## src/rtl/mips_fetch_pkg.sv

```systemverilog
// Shared types and constants for the MIPS instruction-fetch stage.
// Holds the fetch FSM state encoding and the branch-offset helper.
package mips_fetch_pkg;

    typedef enum logic [1:0] {
        RESET,
        FETCH,
        HOLD,
        HALTED
    } fetch_state_t;

    localparam logic [31:0] RESET_PC_DEFAULT = 32'h0040_0000;
    localparam logic [31:0] INST_BYTES       = 32'd4;

    // Sign-extended 16-bit branch immediate, scaled from words to bytes.
    function automatic logic [31:0] branch_offset(input logic [15:0] imm);
        return {{14{imm[15]}}, imm, 2'b00};
    endfunction

endpackage

```

## src/rtl/mips_fetch_if.sv

```systemverilog
// Instruction-memory request/response bus between the fetch stage (master)
// and instruction memory (slave): one outstanding word request, ready-terminated.
interface mips_fetch_if;

    logic        imem_req;
    logic [31:0] imem_addr;
    logic        imem_rdy;
    logic [31:0] imem_rdata;

    modport master (
        output imem_req,
        output imem_addr,
        input  imem_rdy,
        input  imem_rdata
    );

    modport slave (
        input  imem_req,
        input  imem_addr,
        output imem_rdy,
        output imem_rdata
    );

endinterface

```

## src/rtl/mips_next_pc.sv

```systemverilog
// Combinational next-PC selection for a retiring instruction: jr/jalr, j/jal,
// taken conditional branch, or sequential. Jumps take priority over branches.
module mips_next_pc
    import mips_fetch_pkg::*;
(
    input  logic [25:0] inst,
    input  logic [31:0] inst_pc,
    input  logic        ctrl_isbranch,
    input  logic        ctrl_isjump,
    input  logic        ctrl_jalr,
    input  logic        br_taken,
    input  logic [31:0] jr_target,
    output logic [31:0] next_pc,
    output logic        taken,
    output logic        misalign
);

    logic [31:0] seq;

    assign seq = inst_pc + INST_BYTES;

    always_comb begin
        // NOTE: every output gets a default first so no path leaves one unassigned and no latch is inferred.
        next_pc  = seq;
        taken    = 1'b0;
        misalign = 1'b0;
        if (ctrl_isjump) begin
            taken = 1'b1;
            if (ctrl_jalr) begin
                next_pc  = {jr_target[31:2], 2'b00};
                misalign = |jr_target[1:0];
            end else begin
                next_pc = {seq[31:28], inst[25:0], 2'b00};
            end
        end else if (ctrl_isbranch && br_taken) begin
            taken   = 1'b1;
            next_pc = seq + branch_offset(inst[15:0]);
        end
    end

endmodule

```

## src/rtl/mips_fetch.sv

```systemverilog
// MIPS instruction-fetch stage: PC register, fetch FSM, instruction latch and
// next-PC update on retire. Define MIPS_DELAY_SLOT_EN for branch-delay-slot semantics.
module mips_fetch
    import mips_fetch_pkg::*;
#(
    parameter logic [31:0] RESET_PC = RESET_PC_DEFAULT
) (
    input  logic         clk,
    input  logic         rst,
    mips_fetch_if.master imem,
    output logic         inst_valid,
    output logic [31:0]  inst,
    output logic [31:0]  inst_pc,
    input  logic         inst_ack,
    input  logic         ctrl_isbranch,
    input  logic         ctrl_isjump,
    input  logic         ctrl_jalr,
    input  logic         br_taken,
    input  logic [31:0]  jr_target,
    input  logic         halt,
    output logic         pc_misalign
);

    fetch_state_t state;
    logic [31:0]  pc;
    logic         fetch_req;
    logic         retire;
    logic [31:0]  seq;
    logic [31:0]  target_pc;
    logic         target_taken;
    logic         target_misalign;
    logic [31:0]  retire_pc;
    logic         misalign_hit;

    assign imem.imem_req  = fetch_req;
    assign imem.imem_addr = pc;
    assign retire         = (state == HOLD) && inst_ack;
    assign seq            = inst_pc + INST_BYTES;

    mips_next_pc u_next_pc (
        .inst          (inst[25:0]),
        .inst_pc       (inst_pc),
        .ctrl_isbranch (ctrl_isbranch),
        .ctrl_isjump   (ctrl_isjump),
        .ctrl_jalr     (ctrl_jalr),
        .br_taken      (br_taken),
        .jr_target     (jr_target),
        .next_pc       (target_pc),
        .taken         (target_taken),
        .misalign      (target_misalign)
    );

    always_ff @(posedge clk) begin
        // NOTE: non-blocking assignments throughout, so every register updates from pre-edge values.
        if (rst) begin
            state       <= RESET;
            pc          <= RESET_PC;
            fetch_req   <= 1'b0;
            inst_valid  <= 1'b0;
            inst        <= '0;
            inst_pc     <= '0;
            pc_misalign <= 1'b0;
        end else begin
            case (state)
                RESET: begin
                    state     <= FETCH;
                    fetch_req <= 1'b1;
                end
                FETCH: begin
                    if (imem.imem_rdy) begin
                        inst       <= imem.imem_rdata;
                        inst_pc    <= pc;
                        fetch_req  <= 1'b0;
                        inst_valid <= 1'b1;
                        state      <= HOLD;
                    end
                end
                HOLD: begin
                    if (inst_ack) begin
                        pc         <= retire_pc;
                        inst_valid <= 1'b0;
                        if (misalign_hit) begin
                            pc_misalign <= 1'b1;
                        end
                        // A syscall still moves the PC but never issues another request.
                        if (halt) begin
                            state <= HALTED;
                        end else begin
                            state     <= FETCH;
                            fetch_req <= 1'b1;
                        end
                    end
                end
                HALTED: begin
                    fetch_req  <= 1'b0;
                    inst_valid <= 1'b0;
                end
                default: begin
                    state      <= RESET;
                    fetch_req  <= 1'b0;
                    inst_valid <= 1'b0;
                end
            endcase
        end
    end

`ifdef MIPS_DELAY_SLOT_EN
    logic        pend_valid;
    logic [31:0] pend_target;
    logic        pend_valid_d;
    logic [31:0] pend_target_d;

    // A retiring slot always follows the pending target; transfers inside it are dropped.
    always_comb begin
        retire_pc     = seq;
        misalign_hit  = 1'b0;
        pend_valid_d  = pend_valid;
        pend_target_d = pend_target;
        if (pend_valid) begin
            retire_pc    = pend_target;
            pend_valid_d = 1'b0;
        end else if (target_taken && !halt) begin
            retire_pc     = seq;
            misalign_hit  = target_misalign;
            pend_valid_d  = 1'b1;
            pend_target_d = target_pc;
        end else begin
            retire_pc    = target_taken ? target_pc : seq;
            misalign_hit = target_misalign;
        end
    end

    always_ff @(posedge clk) begin
        if (rst) begin
            pend_valid  <= 1'b0;
            pend_target <= '0;
        end else if (retire) begin
            pend_valid  <= pend_valid_d;
            pend_target <= pend_target_d;
        end
    end
`else
    always_comb begin
        retire_pc    = target_taken ? target_pc : seq;
        misalign_hit = retire && target_misalign;
    end
`endif

endmodule

```

## src/flat_wrapper.sv

```systemverilog
// flat-port wrapper written by rule: the top's interface ports become plain ports
module mips_fetch_flat import mips_fetch_pkg::*;
#(
    parameter logic [31:0] RESET_PC = RESET_PC_DEFAULT
)
  (clk, rst, inst_valid, inst, inst_pc, inst_ack, ctrl_isbranch, ctrl_isjump, ctrl_jalr, br_taken, jr_target, halt, pc_misalign, imem_imem_req, imem_imem_addr, imem_imem_rdy, imem_imem_rdata);
  mips_fetch_if imem_i ();
  input  logic clk;
  input  logic rst;
  output logic inst_valid;
  output logic [31:0] inst;
  output logic [31:0] inst_pc;
  input  logic inst_ack;
  input  logic ctrl_isbranch;
  input  logic ctrl_isjump;
  input  logic ctrl_jalr;
  input  logic br_taken;
  input  logic [31:0] jr_target;
  input  logic halt;
  output logic pc_misalign;
  output wire logic [$bits(imem_i.imem_req)-1:0] imem_imem_req;
  output wire logic [$bits(imem_i.imem_addr)-1:0] imem_imem_addr;
  input wire logic [$bits(imem_i.imem_rdy)-1:0] imem_imem_rdy;
  input wire logic [$bits(imem_i.imem_rdata)-1:0] imem_imem_rdata;
  assign imem_imem_req = imem_i.imem_req;
  assign imem_imem_addr = imem_i.imem_addr;
  assign imem_i.imem_rdy = imem_imem_rdy;
  assign imem_i.imem_rdata = imem_imem_rdata;
  mips_fetch #(.RESET_PC(RESET_PC)) u_core (.clk(clk), .rst(rst), .imem(imem_i), .inst_valid(inst_valid), .inst(inst), .inst_pc(inst_pc), .inst_ack(inst_ack), .ctrl_isbranch(ctrl_isbranch), .ctrl_isjump(ctrl_isjump), .ctrl_jalr(ctrl_jalr), .br_taken(br_taken), .jr_target(jr_target), .halt(halt), .pc_misalign(pc_misalign));
endmodule
```

## config.mk

```make
export PLATFORM = sky130hd
export DESIGN_NAME = mips_fetch_flat
export DESIGN_NICKNAME = d
export VERILOG_FILES = /design/src/rtl/mips_fetch_pkg.sv /design/src/rtl/mips_fetch_if.sv /design/src/rtl/mips_next_pc.sv /design/src/rtl/mips_fetch.sv /design/src/flat_wrapper.sv
export SDC_FILE = /design/constraint.sdc
export NUM_CORES = 1
export LEC_CHECK = 0
export CAP_MARGIN = 20
export CORE_AREA = 2 2 127 129
export CTS_CLUSTER_DIAMETER = 60
export CTS_CLUSTER_SIZE = 14
export DETAILED_ROUTE_END_ITERATION = 10
export DIE_AREA = 0 0 129 131
export PLACE_DENSITY = 0.73
export SYNTH_ARGS = -nofsm -noshare
export SYNTH_HDL_FRONTEND = slang
export SYNTH_SLANG_ARGS = --single-unit
```

## constraint.sdc

```tcl
create_clock -name clk -period 7.09 [get_ports clk]
set_input_delay 1.7725 -clock clk [delete_from_list [all_inputs] [get_ports clk]]
set_output_delay 1.7725 -clock clk [all_outputs]
set_load 0.1 [all_outputs]
```

* Word level (Yosys, flattened, before mapping)
Index checks and enable logic that the tools add are counted.
** Cells by class
- Add/sub/neg operators :: 2
- Eq/ne operators :: 6
- Mux-type cells :: 19
- Reduce and logical (&&, ||, !) cells :: 13
** Operators with widths (count)
- 2-to-1 mux 32 bit :: 4
- adder 32 x 3 -> 32 bit (second input constant) :: 1
- adder 32 bit :: 1
- AND reduction 3 bit :: 4
- 2-to-1 mux 1 bit :: 9
- 2-to-1 mux 2 bit :: 3
- != test 2 bit (second input constant) :: 3
- one-hot mux 2 bit (3 select lines) :: 1
- nonzero test 3 bit :: 2
- == test 2 bit (second input constant) :: 2
- one-hot mux 1 bit (4 select lines) :: 1
- AND reduction 2 bit :: 2
- logical AND 1 bit :: 3
- one-hot mux 1 bit (3 select lines) :: 1
- == test 2 x 1 -> 1 bit (second input constant) :: 1
- logical NOT 2 bit :: 1
- OR reduction 2 bit :: 1
** Storage, ports and cells
- Bits in registers :: 101
- Bits of input ports :: 73
- Logic and storage cells :: 47

* Logic depth before layout (Yosys ltp)
- Word-level depth :: 5
- Mapped depth :: 15

* Cells and area by module
Synthesis repeated with hierarchy kept, for this count alone.
** Second synthesis, totals
- Cells, all modules :: 1030
- Area total of the unflattened synthesis :: 7691.1 sq um
** Modules (own cells, without submodules)
- mips_fetch :: instances 1, cells each 570, area each 4455.5 sq um
- mips_next_pc :: instances 1, cells each 460, area each 3235.6 sq um

* Worst setup path after synthesis
OpenSTA, ideal clock, no wires.
- Path type :: reg2reg
- From :: register u_core.inst_pc[8]
- To :: register u_core.pc[29] (netlist: u_core.imem.imem_addr[29])
- Setup time :: 120 ps
- Arrival time :: 4203 ps
- Data required time :: 6970 ps
- Slack :: 2767 ps
- Stages on the path, launching flop included :: 16
- Buffers on the path :: 0
- Cells stage by stage :: dfxtp_1 -> and4_1 -> nand3_2 -> nor3_4 -> nand3_1 -> xnor2_1 -> ha_1 -> and2_1 -> a221o_1 -> a221oi_1 -> o21ai_1 -> o31ai_1 -> a21oi_1 -> xor2_1 -> nor2_1 -> o21ai_1
** Between the ends
- Longest elaborated chain between the ends :: 5
** Ends and longest elaborated chain
- start, declared :: RTL line mips_fetch.sv:13 : output logic [31:0] inst_pc,
- start signal, assigned :: RTL line mips_fetch.sv:72 : inst_pc <= pc;
- adder 32 x 3 -> 32 bit (*) :: RTL line mips_next_pc.sv:20, mips_fetch.sv:38
- adder 32 bit :: RTL line mips_next_pc.sv:37 : next_pc = seq + branch_offset(inst[15:0]);
- 2-to-1 mux 32 bit :: RTL line mips_next_pc.sv:35 : end else if (ctrl_isbranch && br_taken) begin
- 2-to-1 mux 32 bit :: RTL line mips_next_pc.sv:27 : if (ctrl_isjump) begin
- 2-to-1 mux 32 bit (*) :: RTL line mips_fetch.sv:144 : retire_pc = target_taken ? target_pc : seq;
- end signal, assigned :: RTL line mips_fetch.sv:80 : pc <= retire_pc;
- end, declared :: RTL line mips_fetch.sv:25 : logic [31:0] pc;
Every way passes the cells marked *; elsewhere a longest branch is shown, timed or not.
A chain may end at the register's enable or synchronous reset.

* Worst setup path after layout
Ends and elaborated chain as after synthesis.

==> load_flow_metrics.sql <==
INSERT INTO impl_metrics (metric_group, metric, value, unit) VALUES
('clock_network', 'path_clk_slew', '0.07', 'ns'),
('setup_path', 'timing.reg2reg.setup_slack', '2.83', 'ns'),
('clock_network', 'tritoncts', 'done', ''),
('clock_network', 'cts_resized', '0', ''),
('setup_path', 'r2r-end', 'u_core.imem.imem_addr[29]', ''),
('die', 'fp.dieW', '129', 'µm'),
('die', 'core_area', '15600', 'µm²'),
('setup_path', 'critical_path.max_fanout', '10', ''),
('synthesis', 'synth_top_cell_by_area', 'dfxtp_1', ''),
('timing', 'hold_viol_final', '0', ''),
('timing', 'timing.slew.headroom', '0.2534', ''),
('setup_path', 'worstSetupStartpoint', 'u_core.inst_pc[8]', ''),
('synthesis', 'ys_dominant_reg_cell', 'dfxtp_1', ''),
('drt', 'detailroute.via_count', '6757', ''),
('grt', 'grt_pass1_wl', '32.67', 'mm'),
('clock_network', 'cts_max_path_buffers', '2', ''),
('drt', 'postRouteWirelength', '20.97', 'mm'),
('place', 'instance_area_at_placement', '8386', 'µm²'),
('drt', 'detail_route.wl_per_cell', '16.95', 'µm'),
('synthesis', 'synth_commonest_cells', 'nand2_1, a21oi_1, dfxtp_1', ''),
('synthesis', 'asyncSetResetFlopFracSynth', '0', ''),
('synthesis', 'synth_top_cells_by_area', 'dfxtp_1, nand2_1, a21oi_1', ''),
('setup_path', 'ff2ff_path_depth', '15', ''),
('synthesis', 'postSynthCellCount', '873', ''),
('timing', 'finalSetupViolCount', '0', ''),
('timing', 'shortest_period_the_worst_path_allows', '4.257', 'ns'),
('drt', 'drt-pass1-iter-count', '5', ''),
('die', 'pin_count', '172', ''),
('die', 'die-area', '16900', 'µm²'),
('synthesis', 'synth.avg_cell_area', '7.547', 'µm²'),
('pwr', 'power.static_leakage', '3.310', 'nW'),
('place', 'port_buffers', '171', ''),
('drt', 'drc', '0', ''),
('synthesis', 'post_synthesis_net_count', '987', ''),
('setup_path', 'critPathMaxStageDelay', '0.57', 'ns'),
('synthesis', 'yosys_warnings', '0', ''),
('setup_path', 'setup.worst_path.class', 'reg2reg', ''),
('clock_network', 'h-tree-depth', '3', ''),
('setup_path', 'startpoint_of_the_lowest_slack_register_to_register_path', 'u_core.inst_pc[8]', ''),
('timing', 'highest_achievable_clock_rate', '234.9', 'MHz'),
('setup_path', 'crit_path_start_kind', 'flip-flop', ''),
('timing', 'setup_ws', '2.833', 'ns'),
('synthesis', 'synth-edff-count', '0', ''),
('pwr', 'power.density', '163.5', 'nW/µm²'),
('final_layout', 'drive_above_1_share', '0.04407', ''),
('grt', 'antenna_found_initial', '0', ''),
('die', 'floorplan.initialDensity', '0.4224', ''),
('timing', 'finalCritPeriodShare', '0.6005', ''),
('clock_network', 'cts_hold_repair.buffers', '0', ''),
('drt', 'detail_route.iter0.violations', '491', ''),
('timing', 'fin_skew', '0.007600', 'ns'),
('run', 'cap_violations', '0', ''),
('synthesis', 'synthMostInstantiatedCell', 'nand2_1', ''),
('pwr', 'vdd_ir_drop_max', '109.9', 'µV'),
('grt', 'grt_max_degree', '79', ''),
('grt', 'groute.usage.overall', '0.2465', ''),
('outcome', 'result_of_the_run', 'complete, no violations', ''),
('worst_hold_path', 'min_path_type', 'reg2reg', ''),
('setup_path', 'worst_path_max_delay_cell', 'nor3_4', ''),
('place', 'dpl_worst_slack', '2.808', 'ns'),
('grt', 'first_global_vias', '6149', ''),
('timing', 'rsz_0062_raised_after_global_routing', 'false', ''),
('setup_path', 'endpoint', 'u_core.imem.imem_addr[29]', ''),
('final_layout', 'antenna-diode-count', '0', ''),
('setup_path', 'endpoint_kind', 'flip-flop', ''),
('synthesis', 'synth_cell_type_count', '65', ''),
('timing', 'slew_violations', '0', ''),
('setup_path', 'cp_cell_sequence', 'and4_1 > nand3_2 > nor3_4 > nand3_1 > xnor2_1 > ha_1 > and2_1 > a221o_1 > a221oi_1 > o21ai_1 > o31ai_1 > a21oi_1 > xor2_1 > nor2_1 > o21ai_1', ''),
('timing', 'worst_slew_pin_slew', '1.120', 'ns'),
('die', 'die-height', '131', 'µm'),
('place', 'routabilityCongestion', '0.9164', '');
==> report_power, final <==
| part | switching [mW] | internal, mW | leakage [nW] |
|---|---|---|---|
| clock network | 0.226 | 0.235 | 0.123 |
| registers | 0.0170 | 0.585 | 0.818 |
| logic | 0.243 | 0.110 | 2.37 |
==> metal layers <==
layer  share of wire  vias to the layer above  global-route usage
met1            0.47                     3141              0.3357
met5               0                        -                   0
met3           0.072                       27             0.06026
met4           0.015                        0             0.06650
li1                -                     3355                   -
met2            0.44                      234              0.3915
==> state kept, by name, indices dropped and copies added (netlist names) <==
register / flops
u_core.imem.imem_addr: 32
u_core.pc_misalign: 1
u_core.inst: 32
u_core.state: 2
u_core.inst_valid: 1
u_core.inst_pc: 32
u_core.imem.imem_req: 1
==> per-stage QoR <==
| step | cells | hold slack (ns) | util |
|---|---|---|---|
| floorplan | 873 | 0.5136 | - |
| global placement | 1221 | 0.4422 | 0.5376 |
| detailed placement | 1221 | 0.4493 | 0.5376 |
| CTS | 1236 | 0.4577 | 0.5547 |
| global route | 1237 | 0.4759 | 0.5557 |
| finish | 1237 | 0.4552 | 0.5557 |
==> critical path, delay by kind of cell (launching register included) <==
kind / cells / cell delay [ns]
AOI/OAI and AO/OA: 6 / 1.43
xor gates and xnor gates: 2 / 0.43
adders and majority gates: 1 / 0.33
DFF: 1 / 0.45
and+or+nand+nor: 6 / 1.51
==> how the worst min path moves through the flow <==
stage	endpoint	slack (ns)	cells after the start
6_report	u_core.inst[26]	0.46	2
5_1_grt	u_core.inst[28]	0.48	2
4_1_cts	u_core.inst[26]	0.46	2
3_5_place_dp	u_core.inst[26]	0.45	2
3_3_place_gp	u_core.inst[31]	0.44	2
2_1_floorplan	u_core.state[1]	0.51	2
==> layout make-up <==
class                           count  area, µm²
Timing Repair Buffer              179       1772
Inverter                           16      60.06
Multi-Input combinational cell    710       4277
Clock inverter                      6      41.29
Tap cell                          216      270.3
Clock buffer                        9      225.2
Fill cell                        1525       6930
Sequential cell                   101       2022
==> cells in the final DEF, fill, tap and decap left out, types with 20 or more instances in the layout <==
cell type / Yosys / routed
nand2_1: 198 / 197
ha_1: 40 / 40
o21ai_0: 20 / 20
nor2_1: 63 / 63
nand3_1: 23 / 23
xor2_1: 24 / 24
clkdlybuf4s50_1: 0 / 169
xnor2_1: 29 / 29
a21oi_1: 129 / 129
dfxtp_1: 101 / 101
mux2i_1: 22 / 22
==> logic make-up after synthesis <==
kind of cell / Yosys count / synth area share
adders and majority gates: 41 / 0.07900
and+or+nand+nor: 341 / 0.2260
buffers and inverters: 62 / 0.04462
xor gates and xnor gates: 54 / 0.07292
DFF: 101 / 0.3069
muxes: 26 / 0.04026
AOI/OAI and AO/OA: 248 / 0.2303
Power figures use the tool's default switching activity.
